==> config.mk <==
export PLATFORM = sky130hd
export DESIGN_NAME = vecmac_accum
export DESIGN_NICKNAME = d
export VERILOG_FILES = /design/src/rtl/vecmac_pkg.sv /design/src/rtl/vecmac_result_fifo.sv /design/src/rtl/vecmac_accum.sv
export SDC_FILE = /design/constraint.sdc
export NUM_CORES = 1
export LEC_CHECK = 0
export CAP_MARGIN = 20
export CORE_MARGIN = 3
export CORE_UTILIZATION = 60
export CTS_BUF_LIST = sky130_fd_sc_hd__clkbuf_2
export CTS_CLUSTER_SIZE = 30
export DETAILED_ROUTE_END_ITERATION = 12
export DONT_BUFFER_PORTS = 1
export PLACE_DENSITY = 0.81
export SYNTH_ARGS = -nofsm -noshare
export SYNTH_HDL_FRONTEND = slang
export SYNTH_SLANG_ARGS = --single-unit
==> constraint.sdc <==
create_clock -name clk_i -period 2.4 [get_ports clk_i]
set_input_delay 0.48 -clock clk_i [delete_from_list [all_inputs] [get_ports clk_i]]
set_output_delay 0.48 -clock clk_i [all_outputs]
set_load 0.01 [all_outputs]
==> src/rtl/vecmac_pkg.sv <==
`default_nettype none
// ============================================================================
// Module      : vecmac_pkg
// Description : Shared types and constants for the vector-MAC accumulation
//               stage: input sum width, FSM state encoding and the result
//               record carried from the accumulator to the output port.
// Revision    : 1.0 - initial release
// ============================================================================
package vecmac_pkg;

    // Width of one unsigned 4-lane dot-product sum from the Wallace stage.
    localparam int SUM_W = 18;

    // Widest accumulator the result record can carry.
    localparam int ACC_MAX_W = 64;

    typedef enum logic [1:0] {
        IDLE  = 2'd0,
        ACCUM = 2'd1,
        FLUSH = 2'd2
    } state_t;

    // One finished accumulation. acc is zero-extended from the configured
    // accumulator width; sat is set when the accumulation was clamped.
    typedef struct packed {
        logic [ACC_MAX_W-1:0] acc;
        logic                 sat;
    } vecmac_result_t;

endpackage : vecmac_pkg
`default_nettype wire

==> src/rtl/vecmac_result_fifo.sv <==
`default_nettype none
// ============================================================================
// Module      : vecmac_result_fifo
// Description : Synchronous show-ahead FIFO. data_o always presents the head
//               entry while not empty. A push while full is accepted only when
//               a pop happens in the same cycle (occupancy stays unchanged).
// Ports       : clk_i    - rising-edge clock
//               rst_ni   - synchronous active-low reset (empties the FIFO)
//               push_i   - write request, data_i captured when accepted
//               data_i   - write data
//               pop_i    - remove head entry (ignored when empty)
//               data_o   - head entry
//               full_o   - DEPTH entries held
//               empty_o  - no entries held
// Revision    : 1.0 - initial release
// ============================================================================
module vecmac_result_fifo #(
    parameter int WIDTH = 33,
    parameter int DEPTH = 4
) (
    input  logic             clk_i,
    input  logic             rst_ni,
    input  logic             push_i,
    input  logic [WIDTH-1:0] data_i,
    input  logic             pop_i,
    output logic [WIDTH-1:0] data_o,
    output logic             full_o,
    output logic             empty_o
);

    localparam int PTR_W = (DEPTH > 1) ? $clog2(DEPTH) : 1;

    logic [WIDTH-1:0] mem_q [DEPTH];
    logic [PTR_W-1:0] wr_ptr_q;
    logic [PTR_W-1:0] rd_ptr_q;
    logic [PTR_W:0]   count_q;

    logic w_wr_en;
    logic w_rd_en;

    assign empty_o = (count_q == '0);
    assign full_o  = (count_q == (PTR_W+1)'(DEPTH));
    assign w_rd_en = pop_i && !empty_o;
    // When full, the slot being freed by a simultaneous pop is the one the
    // write pointer addresses, so the push can land there.
    assign w_wr_en = push_i && (!full_o || w_rd_en);
    assign data_o  = mem_q[rd_ptr_q];

    // DEPTH is a power of two, so the pointers wrap naturally.
    always_ff @(posedge clk_i) begin
        if (!rst_ni) begin
            wr_ptr_q <= '0;
            rd_ptr_q <= '0;
            count_q  <= '0;
        end else begin
            if (w_wr_en) begin
                wr_ptr_q <= wr_ptr_q + PTR_W'(1);
            end
            if (w_rd_en) begin
                rd_ptr_q <= rd_ptr_q + PTR_W'(1);
            end
            case ({w_wr_en, w_rd_en})
                2'b10:   count_q <= count_q + (PTR_W+1)'(1);
                2'b01:   count_q <= count_q - (PTR_W+1)'(1);
                default: count_q <= count_q;
            endcase
        end
    end

    // Storage needs no reset: entries are only visible once written.
    always_ff @(posedge clk_i) begin
        if (w_wr_en) begin
            mem_q[wr_ptr_q] <= data_i;
        end
    end

endmodule : vecmac_result_fifo
`default_nettype wire

==> src/rtl/vecmac_accum.sv <==
`default_nettype none
// ============================================================================
// Module      : vecmac_accum
// Description : Accumulates a programmed number of 18-bit unsigned dot-product
//               sums into an ACC_W-bit result and queues finished results in a
//               show-ahead FIFO behind a ready/valid port. The input is never
//               back-pressured; dropped results and stray traffic are flagged
//               through sticky error bits.
// Config      : VECMAC_ACC_SAT_EN - when defined, accumulation saturates at
//               all-ones and reports it on out_sat_o; otherwise it wraps and
//               out_sat_o is 0.
// Ports       : clk_i           - rising-edge clock
//               rst_ni          - synchronous active-low reset
//               cfg_start_i     - start pulse, cfg_len_i sampled with it
//               cfg_len_i       - number of sums in the accumulation
//               in_valid_i      - in_sum_i valid (always consumed/discarded)
//               in_sum_i        - unsigned dot-product sum
//               busy_o          - accumulation in progress (ACCUM or FLUSH)
//               out_valid_o     - head result valid
//               out_ready_i     - consumer accepts head result
//               out_acc_o       - head accumulated result
//               out_sat_o       - head result was saturated
//               err_overflow_o  - sticky: finished result dropped, FIFO full
//               err_stray_o     - sticky: in_valid idle / cfg_start busy
// Revision    : 1.0 - initial release
// ============================================================================
module vecmac_accum
    import vecmac_pkg::*;
#(
    parameter int ACC_W      = 32,  // 18 .. ACC_MAX_W
    parameter int LEN_W      = 16,
    parameter int FIFO_DEPTH = 4    // power of two, >= 2
) (
    input  logic             clk_i,
    input  logic             rst_ni,
    input  logic             cfg_start_i,
    input  logic [LEN_W-1:0] cfg_len_i,
    input  logic             in_valid_i,
    input  logic [SUM_W-1:0] in_sum_i,
    output logic             busy_o,
    output logic             out_valid_o,
    input  logic             out_ready_i,
    output logic [ACC_W-1:0] out_acc_o,
    output logic             out_sat_o,
    output logic             err_overflow_o,
    output logic             err_stray_o
);

`ifdef VECMAC_ACC_SAT_EN
    localparam int RES_W = ACC_W + 1;
`else
    localparam int RES_W = ACC_W;
`endif

    state_t           state_q, state_d;
    logic [ACC_W-1:0] acc_q, acc_d;
    logic [LEN_W-1:0] rem_q, rem_d;
    logic             err_ovf_q, err_ovf_d;
    logic             err_stray_q, err_stray_d;
`ifdef VECMAC_ACC_SAT_EN
    logic             sat_q, sat_d;
    logic [ACC_W:0]   w_sum_ext;   // carry bit detects overflow
`endif

    logic             w_push;
    logic             w_pop;
    logic             w_fifo_full;
    logic             w_fifo_empty;
    logic [RES_W-1:0] w_push_data;
    logic [RES_W-1:0] w_head_data;
    vecmac_result_t   w_head_res;
    logic             w_unused_acc;

    // ------------------------------------------------------------------
    // FSM, accumulator and remaining-count next state
    // ------------------------------------------------------------------
`ifdef VECMAC_ACC_SAT_EN
    assign w_sum_ext = {1'b0, acc_q} + (ACC_W+1)'(in_sum_i);
`endif

    always_comb begin
        state_d     = state_q;
        acc_d       = acc_q;
        rem_d       = rem_q;
        err_ovf_d   = err_ovf_q;
        err_stray_d = err_stray_q;
        w_push      = 1'b0;
`ifdef VECMAC_ACC_SAT_EN
        sat_d       = sat_q;
`endif
        case (state_q)
            IDLE: begin
                // No accumulation is open, so any sum is discarded.
                if (in_valid_i) begin
                    err_stray_d = 1'b1;
                end
                if (cfg_start_i) begin
                    acc_d = '0;
                    rem_d = cfg_len_i;
`ifdef VECMAC_ACC_SAT_EN
                    sat_d = 1'b0;
`endif
                    // A zero-length job still produces a (zero) result.
                    state_d = (cfg_len_i != '0) ? ACCUM : FLUSH;
                end
            end
            ACCUM: begin
                if (cfg_start_i) begin
                    err_stray_d = 1'b1;
                end
                if (in_valid_i) begin
`ifdef VECMAC_ACC_SAT_EN
                    if (w_sum_ext[ACC_W]) begin
                        acc_d = '1;
                        sat_d = 1'b1;
                    end else begin
                        acc_d = w_sum_ext[ACC_W-1:0];
                    end
`else
                    acc_d = acc_q + ACC_W'(in_sum_i);
`endif
                    rem_d = rem_q - LEN_W'(1);
                    if (rem_q == LEN_W'(1)) begin
                        state_d = FLUSH;
                    end
                end
            end
            FLUSH: begin
                if (cfg_start_i) begin
                    err_stray_d = 1'b1;
                end
                w_push = 1'b1;
                // A same-cycle pop frees a slot, so full alone is not a drop.
                if (w_fifo_full && !w_pop) begin
                    err_ovf_d = 1'b1;
                end
                state_d = IDLE;
            end
            default: begin
                state_d = IDLE;
            end
        endcase
    end

    always_ff @(posedge clk_i) begin
        if (!rst_ni) begin
            state_q     <= IDLE;
            acc_q       <= '0;
            rem_q       <= '0;
            err_ovf_q   <= 1'b0;
            err_stray_q <= 1'b0;
`ifdef VECMAC_ACC_SAT_EN
            sat_q       <= 1'b0;
`endif
        end else begin
            state_q     <= state_d;
            acc_q       <= acc_d;
            rem_q       <= rem_d;
            err_ovf_q   <= err_ovf_d;
            err_stray_q <= err_stray_d;
`ifdef VECMAC_ACC_SAT_EN
            sat_q       <= sat_d;
`endif
        end
    end

    // ------------------------------------------------------------------
    // Result FIFO
    // ------------------------------------------------------------------
`ifdef VECMAC_ACC_SAT_EN
    assign w_push_data     = {acc_q, sat_q};
    assign w_head_res.acc  = ACC_MAX_W'(w_head_data[ACC_W:1]);
    assign w_head_res.sat  = w_head_data[0];
`else
    assign w_push_data     = acc_q;
    assign w_head_res.acc  = ACC_MAX_W'(w_head_data);
    assign w_head_res.sat  = 1'b0;
`endif

    assign w_pop = out_valid_o && out_ready_i;

    vecmac_result_fifo #(
        .WIDTH (RES_W),
        .DEPTH (FIFO_DEPTH)
    ) u_fifo (
        .clk_i   (clk_i),
        .rst_ni  (rst_ni),
        .push_i  (w_push),
        .data_i  (w_push_data),
        .pop_i   (w_pop),
        .data_o  (w_head_data),
        .full_o  (w_fifo_full),
        .empty_o (w_fifo_empty)
    );

    // Zero-extension bits of the record carry no information.
    assign w_unused_acc = ^w_head_res.acc;

    // ------------------------------------------------------------------
    // Outputs; the result is masked while empty so unwritten storage
    // never reaches the port.
    // ------------------------------------------------------------------
    assign busy_o         = (state_q != IDLE);
    assign out_valid_o    = !w_fifo_empty;
    assign out_acc_o      = out_valid_o ? w_head_res.acc[ACC_W-1:0] : '0;
    assign out_sat_o      = out_valid_o & w_head_res.sat;
    assign err_overflow_o = err_ovf_q;
    assign err_stray_o    = err_stray_q;

endmodule : vecmac_accum
`default_nettype wire

== Yosys cells after proc, flatten, opt, wreduce, memory -nomap -nowiden ==
Memories as Yosys holds them, arrays and structs flattened. A register that Yosys moved wholly into a read port is not among the register bits.
Index checks and enable logic that the tools add are counted.

* Memory bits (writable): 128
* Memories: 1
* Register bits: 59
* Input bits: 39

* Reduce and logical (&&, ||, !) cells: 20
* $add $sub $neg: 6
* Equality and inequality tests: 11
* Multiplexer cells: 21

{| class="wikitable"
|+ Memories
! name !! words !! width !! rd ports !! clocked after Yosys merged registers in !! wr ports !! RTL line !! RTL
|-
| u_fifo.mem_q || 4 || 32 || 1 || 1 || 1 || vecmac_result_fifo.sv:33 || <nowiki>logic [WIDTH-1:0] mem_q [DEPTH];</nowiki>
|}

{| class="wikitable"
|+ Operators with widths
! operator !! number
|-
| 32-bit 2-to-1 mux || 3
|-
| 32-bit case mux with 2 select lines || 1
|-
| 32-bit by 18-bit adder with 32-bit output || 1
|-
| 16-bit 2-to-1 mux || 2
|-
| 16-bit case mux with 2 select lines || 1
|-
| 16-bit by 1-bit == test with 1-bit output, second input constant || 1
|-
| 16-bit nonzero test || 1
|-
| 16-bit by 1-bit subtractor with 16-bit output, second input constant || 1
|-
| 2-bit 2-to-1 mux || 6
|-
| 3-bit AND reduction || 3
|-
| 2-bit inequality test, second input constant || 4
|-
| 2-bit nonzero test || 4
|-
| 3-bit case mux with 2 select lines || 1
|-
| 1-bit 2-to-1 mux || 5
|-
| 2-bit by 1-bit adder with 2-bit output, second input constant || 2
|-
| 2-bit by 1-bit == test with 1-bit output, second input constant || 2
|-
| 2-bit == test, second input constant || 2
|-
| 1-bit logical AND || 4
|-
| 2-bit case mux with 2 select lines || 1
|-
| 3-bit by 1-bit adder with 3-bit output, second input constant || 1
|-
| 3-bit == test, second input constant || 1
|-
| 1-bit zero test || 3
|-
| 3-bit zero test || 1
|-
| 3-bit by 1-bit subtractor with 3-bit output, second input constant || 1
|-
| other kinds (6) || 6
|}

== Depth between registers and ports, before layout ==
* Word-level depth: 8
* Mapped depth: 10
* Gate-level depth less buffers: 10

== By module ==
From an unflattened synthesis, not the netlist that was laid out.

* Cells, all modules: 695
* Area, all modules: 8827.2 um^2

{| class="wikitable"
|+ Modules (own cells, without submodules)
! module !! area each (um^2) !! cells each !! instances
|-
| vecmac_result_fifo || 5107.4 || 221 || 1
|-
| vecmac_accum || 3719.8 || 474 || 1
|}

== Least setup slack after synthesis ==
OpenSTA, ideal clock, no wires.

* Path type: input-to-reg
* Start point: in in_sum_i[0]
* End point: reg acc_q[30]
* Buffers on the path: 0
* Setup time: 0.087 ns
* Path slack: -0.004 ns
* Data arrival time: 2.317 ns
* Stages on the path: 10
* Cell sequence: ha_1 -> inv_1 -> fa_1 -> nor2b_1 -> o2111ai_1 -> a21oi_1 -> nor2_1 -> a2111oi_0 -> o21ai_0 -> o31ai_1

* Longest elaborated chain between the ends: 3

{| class="wikitable"
|+ RTL lines
! what !! RTL line !! RTL
|-
| start: declaration || vecmac_accum.sv:39 || <nowiki>input logic [SUM_W-1:0] in_sum_i,</nowiki>
|-
| 32-bit by 18-bit adder with 32-bit output || vecmac_accum.sv:120 || <nowiki>acc_d = acc_q + ACC_W'(in_sum_i);</nowiki>
|-
| 32-bit 2-to-1 mux || vecmac_accum.sv:111 || <nowiki>if (in_valid_i) begin</nowiki>
|-
| 32-bit case mux with 2 select lines || vecmac_accum.sv:91 || <nowiki>case (state_q)</nowiki>
|-
| end signal: assignment || vecmac_accum.sv:148 || <nowiki>acc_q <= '0;</nowiki>
|-
| end signal: assignment || vecmac_accum.sv:157 || <nowiki>acc_q <= acc_d;</nowiki>
|-
| end: declaration || vecmac_accum.sv:56 || <nowiki>logic [ACC_W-1:0] acc_q, acc_d;</nowiki>
|}

No other way between the ends. The select of a mux whose other input is x is not followed.
A chain may end at the register's enable or synchronous reset.

==> run metrics <==
Crit path max-delay family multiplexers; vias per inst 6.21; placed cell area 9280 um^2; LEAKAGE 3.52 nW; Syn. warnings 0; Max Clock Freq 0.387 GHz; top cell type's share of synthesized area 44.1%; post-route insts no fill 966; DRT Pass-1 Iters 5; # diodes 0; Hold Vio Cnt, Final 0; synthesized area per cell 12.3 um^2; cell breakdown of the critical path buf_12 > mux4_2 > and2_4; Yosys reg bits 189; leading cell type in the layout, fill and taps excluded edfxtp_1; Setup Viol. Count Final 33; Most used DFF post-synth edfxtp_1; GRT Util Overall 25.2%; hpwl dp 13300 um; final net count 842; Final Max Tran Viols 0; CORE AREA 14000 um^2; final setup skew 0.0383 ns; Mapped Area 8710 um^2; crit path capture type output pin; total via count in the routed design 5999; Max-Cap Viols 0; largest net degree at the start of global routing 35; PortBufs 0; Final Cell Area 10000 um^2; register area share after synthesis 58.1%; crit-path max FO 10; CTS root buf clkbuf_2; fin crit share 108%; min Tclk post-route 2.59 ns; Die Span Y 127 um; largest cells by area after synthesis edfxtp_1 44%, dfxtp_1 14%, mux4_2 8.3%, ha_1 4.0%, and2_1 3.0%; Hold Crit Class in -> reg; slew margin rel. 60.9%; IO Pins 76; PwrDens 880 nW/um^2; antenna violation net count after detailed routing 0; CP max stage delay 0.53 ns; CTS buffer count 17; worst slew pin tran 0.586 ns; worst path bufs/invs 1; vias in the first global route 6168; GP Congestion 0.935; # placed instances 910; Synth area leader edfxtp_1; multi-input combinational cell area 3700 um^2; CTS Sinks 189; CTS tree yes; Routed Wire Length 19600 um; wire length per cell 20.3 um; first-pass GRT wire length 31400 um; DP Worst Slack -0.253 ns; # DRC 0; maximum VDD drop 605 uV; violated checks negative setup slack; WP data arrival 2.11 ns; status finished, violations left; register area 5090 um^2; layout cells sized above 1 25.8%; drt first-iter violations 384; number of synthesized flops with an enable pin 128; crit path kind reg -> out; Mapped Nets 778; antenna violations before repair 0; Synth cell types 57; async set or reset register ratio after synthesis 0%; Initial Util 62.1%; placement row count 43; PnR worst setup slack -0.186 ns; CP Launch Type flop; RSZ-0062 raised after global routing true; cell at the slowest stage of the critical path mux4_2; Die ar. 16000 um^2; remaining global-route overflow 0; Layout area overhead 15.3%; clk_lat worst skew 0.75 ns; Die Wd 127 um; CTS max path bufs 2; CTS clk-pin slew, worst paths 0.23 ns; commonest non-fill, non-tap cells in the layout 128 x edfxtp_1, 60 x nor2_1, 48 x buf_4; FILL cells 937; Synth Instances 709; H-tree depth 4; Worst Path Required 1.92 ns
[report_power, final]
part | internal (mW) | switching, mW
logic | 1.42 | 1.78
registers | 3.87 | 0.250
clock network | 0.495 | 1.04
total | 5.78 | 3.06
[worst reg2reg max path, delay by kind of cell, from the launching register on]
family | cells | cell delay, ns
compound gates | 3 | 0.64
buf+inv | 1 | 0.07
flops | 1 | 0.43
simple gates | 4 | 0.92
fa+ha+maj | 1 | 0.25
[metrics by stage]
step / hold slack (ns) / utilization (%) / total power, mW / setup TNS, ns
6_report: 0.0751 / 71.6 / 8.85 / -4.90
5_1_grt: 0.0115 / 71.6 / 9.34 / -8.99
4_1_cts: 0.00481 / 70.2 / 8.73 / -7.81
3_5_place_dp: 0.486 / 66.1 / 6.98 / -1.43
3_3_place_gp: 0.459 / 66.1 / 6.84 / -0.804
2_1_floorplan: 0.449 / - / 6.12 / 0
[layout make-up]
| cell class | count | area share [%] |
|---|---|---|
| tap | 180 | 2.24 |
| timing repair buffer | 77 | 7.35 |
| inverter | 18 | 0.697 |
| sequential | 189 | 50.7 |
| clock buffer | 21 | 1.05 |
| clock inverter | 11 | 1.16 |
| multi-input combinational | 470 | 36.8 |
[kinds of logic (layout without fill, tap and decap cells)]
kind of cell,after synthesis,count (layout),synth area share [%]
other cells,1,1,0.0430
buf+inv,50,127,2.20
mux,34,34,8.50
compound gates,151,151,10.6
xor+xnor,32,32,3.22
flops,189,189,58.1
simple gates,222,222,12.8
fa+ha+maj,30,30,4.48
[path summary, 6_finish.rpt]
check	to	start	slack [ns]	cells past startpoint
setup / recovery	out_acc_o[31]	flop	-0.19	3
setup reg to reg	acc_q[30]	state_q[0]	0	9
hold / removal	rem_q[13]	cfg_len_i[13]	0.08	4
hold reg to reg	err_stray_o	err_stray_o	0.52	2
[registers in the layout, indices dropped and copies added (netlist names), named ones only]
name	count
acc_q	32
u_fifo.mem_q	128
u_fifo.count_q	3
u_fifo.wr_ptr_q	2
err_stray_o	1
rem_q	16
u_fifo.rd_ptr_q	2
err_overflow_o	1
state_q	2
[what timing repair did]
action | in CTS | in global routing
gates cloned | 1 | 0
hold buffers | 20 | 1
pin swaps | 0 | 9
endpoints found under the setup margin | 39 | 60
gates resized for setup | 45 | 47
endpoints found under the hold margin | 25 | 6
buffers inserted | 0 | 3
[layer usage]
layer | share of wire [%] | routed length, um | track usage (%) | vias to the layer above
li1 | - | - | - | 2783
met1 | 40 | 7800 | 30.3 | 2978
met2 | 51 | 10100 | 43.2 | 193
met3 | 6.1 | 1200 | 7.24 | 45
met4 | 2.6 | 520 | 9.65 | 0
met5 | 0 | 0 | 0 | -
[synth_stat cells, types with 6 or more instances]
cell type    n
o22ai_1      6
mux4_2      32
dfxtp_1     61
clkbuf_1    25
and2_1      42
a211oi_1     9
ha_1        28
nand3_1     14
nor4_1       7
a21oi_1     48
xor2_1      19
nor2_1      63
nand4_1      7
o21ai_0     39
nor3_1      11
buf_1        6
xnor2_1     13
inv_1       17
a22oi_1      6
edfxtp_1   128
nand2_1     46
Note: power is estimated with default switching activity, not from simulation.
